[config.mk]
export PLATFORM = sky130hd
export DESIGN_NAME = sha256_host_mem
export DESIGN_NICKNAME = d
export VERILOG_FILES = /design/src/rtl/sha256_host_mem.sv
export SDC_FILE = /design/constraint.sdc
export NUM_CORES = 2
export LEC_CHECK = 0
export ABC_AREA = 1
export BUFFER_PORTS_ARGS = -buffer_cell sky130_fd_sc_hd__buf_2
export CORE_MARGIN = 2
export CORE_UTILIZATION = 35
export CTS_CLUSTER_SIZE = 20
export DETAILED_ROUTE_END_ITERATION = 7
export HOLD_SLACK_MARGIN = 0.1
export MAX_ROUTING_LAYER = met4
export PLACE_DENSITY_LB_ADDON = 0.08
export REMOVE_ABC_BUFFERS = 1
export SLEW_MARGIN = 20
export SYNTH_ARGS = -nofsm -noshare
export SYNTH_HDL_FRONTEND = slang
export SYNTH_SLANG_ARGS = --single-unit
[constraint.sdc]
create_clock -name clk -period 4.7 [get_ports clk]
set_input_delay 0.94 -clock clk [delete_from_list [all_inputs] [get_ports clk]]
set_output_delay 0.94 -clock clk [all_outputs]
set_load 0.01 [all_outputs]
[src/rtl/sha256_host_mem.sv]
// Host-side memory for the SHA-256 engine: loads the message from a host stream, starts the
// engine, serves its 1-cycle-latency memory port and streams the 8 hash words back out.
module sha256_host_mem #(
    parameter int unsigned NUM_OF_WORDS = 20,
    parameter int unsigned DEPTH        = 64,
    parameter int unsigned MSG_BASE     = 0,
    parameter int unsigned OUT_BASE     = 32
) (
    input  logic        clk,
    input  logic        reset_n,
    input  logic        in_valid,
    output logic        in_ready,
    input  logic [31:0] in_data,
    output logic        out_valid,
    input  logic        out_ready,
    output logic [31:0] out_data,
    output logic        busy,
    output logic        err,
    output logic        eng_start,
    output logic [15:0] eng_message_addr,
    output logic [15:0] eng_output_addr,
    input  logic        eng_done,
    input  logic        eng_mem_we,
    input  logic [15:0] eng_mem_addr,
    input  logic [31:0] eng_mem_write_data,
    output logic [31:0] eng_mem_read_data
);
    localparam int unsigned   AW       = (DEPTH > 1) ? $clog2(DEPTH) : 1;
    localparam logic [AW-1:0] MSG_A    = AW'(MSG_BASE);
    localparam logic [AW-1:0] OUT_A    = AW'(OUT_BASE);
    localparam logic [AW-1:0] LAST_CNT = AW'(NUM_OF_WORDS - 1);

    typedef enum logic [2:0] {LOAD, START, WAIT_BUSY, WAIT_DONE, DRAIN} state_e;

    state_e        state_q, state_d;
    logic [AW-1:0] cnt_q, cnt_d;
    logic [3:0]    rd_idx_q, rd_idx_d;
    logic          in_ready_q, in_ready_d;
    logic          out_valid_q, out_valid_d;
    logic [31:0]   out_data_q, out_data_d;
    logic          err_q, err_d;
    logic [31:0]   rdata_q;
    logic [31:0]   mem [DEPTH];

    logic          host_we;
    logic          eng_in_range;
    logic          eng_we_ok;
    logic [AW-1:0] eng_a;

    always_comb begin
        eng_a        = eng_mem_addr[AW-1:0];
        eng_in_range = 32'(eng_mem_addr) < DEPTH;
        eng_we_ok    = eng_mem_we && eng_in_range &&
                       (state_q == WAIT_BUSY || state_q == WAIT_DONE);
        host_we      = (state_q == LOAD) && in_valid && in_ready_q;

        state_d     = state_q;
        cnt_d       = cnt_q;
        rd_idx_d    = rd_idx_q;
        out_valid_d = out_valid_q;
        out_data_d  = out_data_q;
        err_d       = err_q | (eng_mem_we && !eng_we_ok);

        case (state_q)
            LOAD: begin
                if (host_we) begin
                    if (cnt_q == LAST_CNT) begin
                        state_d = START;
                        cnt_d   = '0;
                    end else begin
                        cnt_d = cnt_q + 1'b1;
                    end
                end
            end
            START:     state_d = WAIT_BUSY;
            // done is still high from the previous idle period until the engine picks up start
            WAIT_BUSY: if (!eng_done) state_d = WAIT_DONE;
            WAIT_DONE: begin
                if (eng_done) begin
                    state_d  = DRAIN;
                    rd_idx_d = '0;
                end
            end
            DRAIN: begin
                if (!out_valid_q || out_ready) begin
                    if (rd_idx_q < 4'd8) begin
                        out_data_d  = mem[OUT_A + AW'(rd_idx_q)];
                        out_valid_d = 1'b1;
                        rd_idx_d    = rd_idx_q + 1'b1;
                    end else begin
                        out_valid_d = 1'b0;
                        rd_idx_d    = '0;
                        state_d     = LOAD;
                    end
                end
            end
            default: state_d = LOAD;
        endcase

        // registered so that in_ready stays low while reset is held
        in_ready_d = (state_d == LOAD);
    end

    always_ff @(posedge clk) begin
        if (host_we)   mem[MSG_A + cnt_q] <= in_data;
        if (eng_we_ok) mem[eng_a]         <= eng_mem_write_data;
    end

    always_ff @(posedge clk or negedge reset_n) begin
        if (!reset_n) begin
            state_q     <= LOAD;
            cnt_q       <= '0;
            rd_idx_q    <= '0;
            in_ready_q  <= 1'b0;
            out_valid_q <= 1'b0;
            out_data_q  <= '0;
            err_q       <= 1'b0;
            rdata_q     <= '0;
        end else begin
            state_q     <= state_d;
            cnt_q       <= cnt_d;
            rd_idx_q    <= rd_idx_d;
            in_ready_q  <= in_ready_d;
            out_valid_q <= out_valid_d;
            out_data_q  <= out_data_d;
            err_q       <= err_d;
            rdata_q     <= eng_in_range ? mem[eng_a] : '0;
        end
    end

    assign in_ready          = in_ready_q;
    assign out_valid         = out_valid_q;
    assign out_data          = out_data_q;
    assign busy              = (state_q != LOAD);
    assign err               = err_q;
    assign eng_start         = (state_q == START);
    assign eng_message_addr  = 16'(MSG_BASE);
    assign eng_output_addr   = 16'(OUT_BASE);
    assign eng_mem_read_data = rdata_q;

endmodule
* Yosys cells after proc, flatten, opt, wreduce, memory -nomap -nowiden
Memories as Yosys holds them, arrays and structs flattened. A register that Yosys moved wholly into a read port is not among the register bits.
Cells that the tools add are included.
** Word-level totals
- Bits of input ports :: 86
- Output and inout bits :: 101
- Bits in registers :: 48
- Word-level logic and storage cells :: 61
- Bits in writable memories :: 2048
- Memories kept :: 1
** Cells by class
- Multiplexer cells :: 21
- Bitwise operators :: 1
- Equal/unequal tests :: 7
- Magnitude comparators :: 2
- Add/sub/neg operators :: 3
- Reduce and logical (&&, ||, !) cells :: 19
** Memory list
- mem :: depth 64, bits a word 32, read ports 2, clocked after Yosys merged registers in 1, wr ports 1, RTL line 43 : logic [31:0] mem [DEPTH];
** Operator list (count)
- 32-bit two-way mux :: 2
- 32-bit OR reduction :: 1
- 3-bit two-way mux :: 6
- 16-bit by 7-bit < comparator with 1-bit output (second input constant) :: 1
- 3-bit one-hot mux with 5 select lines :: 1
- 4-bit two-way mux :: 3
- 6-bit two-way mux :: 2
- 4-bit one-hot mux with 2 select lines :: 1
- 6-bit by 1-bit adder with 6-bit output (second input constant) :: 1
- 6-bit by 4-bit adder with 6-bit output (first input constant) :: 1
- 3-bit by 2-bit == test with 1-bit output (second input constant) :: 2
- 6-bit by 5-bit == test with 1-bit output (second input constant) :: 1
- 3-bit zero test :: 2
- 1-bit two-way mux :: 6
- 3-bit AND reduction :: 2
- 1-bit logical AND :: 5
- 4-bit by 1-bit adder with 4-bit output (second input constant) :: 1
- 4-bit < comparator (second input constant) :: 1
- 2-bit != test (second input constant) :: 2
- 2-bit AND reduction :: 2
- 3-bit by 1-bit == test with 1-bit output (second input constant) :: 1
- 3-bit == test (second input constant) :: 1
- 1-bit zero test :: 3
- 3-bit nonzero test :: 1
- 3 further kinds :: 4

* Depth between registers and ports, before layout
- Word-level depth :: 7
- Mapped depth :: 14
- Mapped depth without buffers :: 11

* Worst setup path after synthesis
OpenSTA, ideal clock, no wires.
- Path type :: input -> register
- Start :: input eng_mem_addr[9]
- End :: memory mem[24][0], enable pin
- Required time :: 4.279 ns
- Slack :: 0.886 ns
- Setup time :: 0.421 ns
- Arrival time :: 3.393 ns
- Buffers on the path :: 1
- Stages on the path :: 7
- Path through :: nor2_1 nor3b_2 nand3_2 buf_6 o21ai_2 nand4_1 nor2_1
** On the way
- Word-level cells in the longest chain between the ends :: 7
- Elaborated cells on any way between the ends :: 8
- Classes of those cells :: order compare (1); mux (4); reduce/logical (3)
** RTL lines
- start: declaration :: RTL line 24 : input logic [15:0] eng_mem_addr,
- 16-bit by 7-bit < comparator with 1-bit output (*) :: RTL line 52 : eng_in_range = 32'(eng_mem_addr) < DEPTH;
- 1-bit logical AND (*) (2 in a row) :: RTL line 53 : eng_we_ok = eng_mem_we && eng_in_range &&
- 1-bit two-way mux (*) :: RTL line 106 : if (eng_we_ok) mem[eng_a] <= eng_mem_write_data;
- 1-bit two-way mux (not written as such) (*) :: RTL line 106
- 32-bit OR reduction (no line)
- 6-bit two-way mux (no line) or 1-bit two-way mux (tied branches)
- end: declaration :: RTL line 43
Every way passes the cells marked *; elsewhere a longest branch is shown, timed or not.

* Final worst setup path
- Start :: register state_q[2]
- End :: memory mem[1][25], enable pin
** On the way
- Word-level cells in the longest chain between the ends :: 7
- Elaborated cells on any way between the ends :: 14
- Classes of those cells :: eq/ne (2); mux (6); reduce/logical (6)
** RTL lines
- start: declaration :: RTL line 35 : state_e state_q, state_d;
- start signal: assignment :: RTL line 120 : state_q <= state_d;
- 3-bit by 2-bit == test with 1-bit output :: RTL line 54 : (state_q == WAIT_BUSY || state_q == WAIT_DONE);
- 1-bit logical OR :: RTL line 54
- 1-bit logical AND :: RTL line 53
- 1-bit two-way mux :: RTL line 106
- 1-bit two-way mux (not written as such) :: RTL line 106
- 32-bit OR reduction (no line)
- 6-bit two-way mux (no line) or 1-bit two-way mux (tied branches)
Several ways; a longest one is shown, not always the timed one.

==> flow_summary.toml <==
[sta]
rsz0062_at_grt = "false"
setup_slack_ps = 1070
report.final.slew_viol_count = 0
hold_viol = 0
fin_crit_ps = 3630
fmax_ghz = 0.275
worst_pin_slew_ps = 926
fin_crit_sh_pct = 77.3
setup_viol_count_final = 0
hold_ws_ps = 342
slew_headroom_pct = 38.1
finClkSkew_ps = 29.4

[drt]
drtAntennaViolNets = 0
drtPass1Iterations = 6
drc = 0
vias = 59800
vias_per_cell = 5.27
first_iter_violations = 6300
avgRoutedWirePerCell_um = 26.8
routed_wl_mm = 304

[pwr]
p_per_area_nw_per_um2 = 428
ir_worst_vdd_mv = 0.323
leakage_nw = 36.4
totalPowerFinal_mw = 43.6

[floorplanning]
core_sq_um = 249000
ios = 187
initial_core_util_pct = 35.2
rows = 183
die_h_um = 504
die_w_um = 504
die-area_sq_um = 254000

[logic_synthesis]
synth_enable_flop_cells = 2048
syn_inst = 7606
synth_top_area_share_pct = 70.2
yosysWarnings = 0
synthTopCellsByArea = "edfxtp_1 70%, nand2_1 11%, nand3_1 10%"
avgSynthCellArea_sq_um = 11.5
ys.flop_type = "edfxtp_1"
ys_async_sr_fraction_pct = 3.76
synthesis.area_sq_um = 87600
yosysSeqAreaShare_pct = 72.5
synthDistinctLibCells = 41
ys_seq_elements = 2128
synth_area_leader_cell = "edfxtp_1"

[min_path]
holdCritPathClass = "input port to flop"
min_from = "eng_done"

[clock_tree]
cts_tree = "built"
clockRootBuffer = "clkbuf_16"
numClockSinks = 2128
path_clk_slew_ps = 60
cts_buffer_depth = 3
clock_latency_ps = 880
cts.htree.levels = 4
cts-buffers-inserted = 234

[setup_path]
regToRegSetupSlack_ps = 1070
start_kind = "flop"
critPathCaptureType = "flop"
cp_max_fo = 22
arrival_ps = 4210
startpoint = "state_q[2]"
path_class = "flop to flop"
crit_required_ps = 5270
rr_startpoint = "state_q[2]"

[global_routing]
met2_usage_pct = 37.1
grt_max_degree = 139
globalRouteTotalUtil_pct = 24.0
grt_pass1_wl_mm = 430
gr-total-overflow = 0
grt_pass1_vias = 56900
grt_busiest_layer = "met2"
grtUsageMet1_pct = 33.4
use_met3_pct = 3.22
antenna_found_initial = 17

[place]
place_congestion = 0.877
portBuffers = 154
post-place-ws_ps = 444
hpwl_mm = 178

[layout]
area.growth.synth_to_final_pct = 16.2
fill_cells = 23700
fin_nets = 7901
utilization_pct = 40.9
drive_above_1_share_pct = 11.4

[run]
max_cap_violations = 0

[run_status]
status = "finished clean"
cells in the mapped netlist (2+ instances only):
cell type,n
dfrtp_1,80
clkinv_1,3
nand4_1,19
nor3_1,4
buf_1,73
inv_2,4
o2111ai_1,9
conb_1,2
o22ai_1,33
o21ai_0,151
o21ai_4,3
nor2_1,263
inv_1,30
a21oi_1,67
nand3_1,1771
edfxtp_1,2048
nand2_2,5
clkbuf_1,148
ha_1,2
a32o_1,13
buf_4,46
o221ai_1,22
buf_2,268
o21ai_2,2
nand2_1,2524
area by class of cell:
class | instances | area, sq um | share of cell area (%)
Sequential cell | 2128 | 63500 | 62.4
Multi-Input combinational cell | 4934 | 22100 | 21.7
Clock buffer | 312 | 6290 | 6.18
Timing Repair Buffer | 477 | 4540 | 4.46
Tap cell | 3330 | 4170 | 4.09
Clock inverter | 119 | 1000 | 0.982
Inverter | 38 | 181 | 0.178
Antenna cell | 10 | 25.0 | 0.0246
worst max-delay path, cell delays in order (launching register included):
cell	delay [ps]
dfrtp_1	380
inv_2	90
nand2_1	100
nor2_1	130
nand3_2	470
buf_4	370
o21ai_4	220
nand4_1	440
buf_4	390
nor2_4	420
buf_12	250
placed cells by master, fill, tap and decap left out, drive strengths merged:
cell type / instances
a21oi: 67
a221oi: 1
a31oi: 1
a32o: 13
and3: 1
buf: 476
bufinv: 12
clkbuf: 312
clkinv: 102
clkinvlp: 4
conb: 32
dfrtp: 80
diode: 10
dlygate4sd3: 1
edfxtp: 2048
ha: 2
inv: 39
mux2i: 1
nand2: 2529
nand3: 1772
nand4: 19
nor2: 264
nor3: 4
nor3b: 2
o2111ai: 9
o211ai: 1
o21a: 1
o21ai: 157
o21bai: 1
o221ai: 22
o22ai: 33
xnor2: 1
xor2: 1
cells by family after synthesis:
logic type | after synthesis | share of synthesized area, %
and+or+nand+nor | 4591 | 22.3
DFF | 2128 | 72.5
buffers and inverters | 574 | 3.05
AOI/OAI and AO/OA | 306 | 2.06
adders and majority gates | 2 | 0.0286
other | 2 | 0.00858
xor gates and xnor gates | 2 | 0.0200
muxes | 1 | 0.0114
final timing paths:
check / endpoint / cells after the start
worst max-delay path: mem[1][25] / 10
worst min-delay path: state_q[1] / 2
worst max register to register: mem[1][25] / 10
worst min register to register: err / 1
max in group asynchronous: eng_mem_read_data[28] / 3
min in group asynchronous: eng_mem_read_data[6] / 2
through the flow:
step,instances,setup TNS (ps),area [sq um]
3_5_place_dp,10900,0,94500
2_1_floorplan,7100,-3711910,85200
3_3_place_gp,10900,0,94500
6_report,11300,0,102000
5_1_grt,11300,0,102000
4_1_cts,11300,0,102000
repair_timing:
| item | 4_1_cts | 5_1_grt |
|---|---|---|
| setup buffers | 0 | 0 |
| hold buffers | 1 | 0 |
| resized for setup | 0 | 0 |
| hold endpoints to repair | 26 | 0 |
registers in the layout, indices dropped and copies added, names as in the netlist:
name               cells
in_ready               1
cnt_q                  6
err                    1
state_q                3
out_valid              1
rd_idx_q               4
out_data              32
mem                 2048
eng_mem_read_data     32
per-layer routing:
layer | wire, um | vias up
met5 | 0 | -
met4 | 8480 | 0
met3 | 19000 | 383
met2 | 141000 | 2130
met1 | 135000 | 30000
li1 | - | 27300
power by group:
| part | leakage [nW] | switching (mW) | total, mW | internal (mW) |
|---|---|---|---|---|
| combinational | 13.4 | 3.43 | 4.63 | 1.20 |
| clock | 3.56 | 7.72 | 17.7 | 10.0 |
| sequential | 19.4 | 0.178 | 21.2 | 21.0 |
| total | 36.4 | 11.3 | 43.6 | 32.2 |
Note: power is estimated with default switching activity, not from simulation.
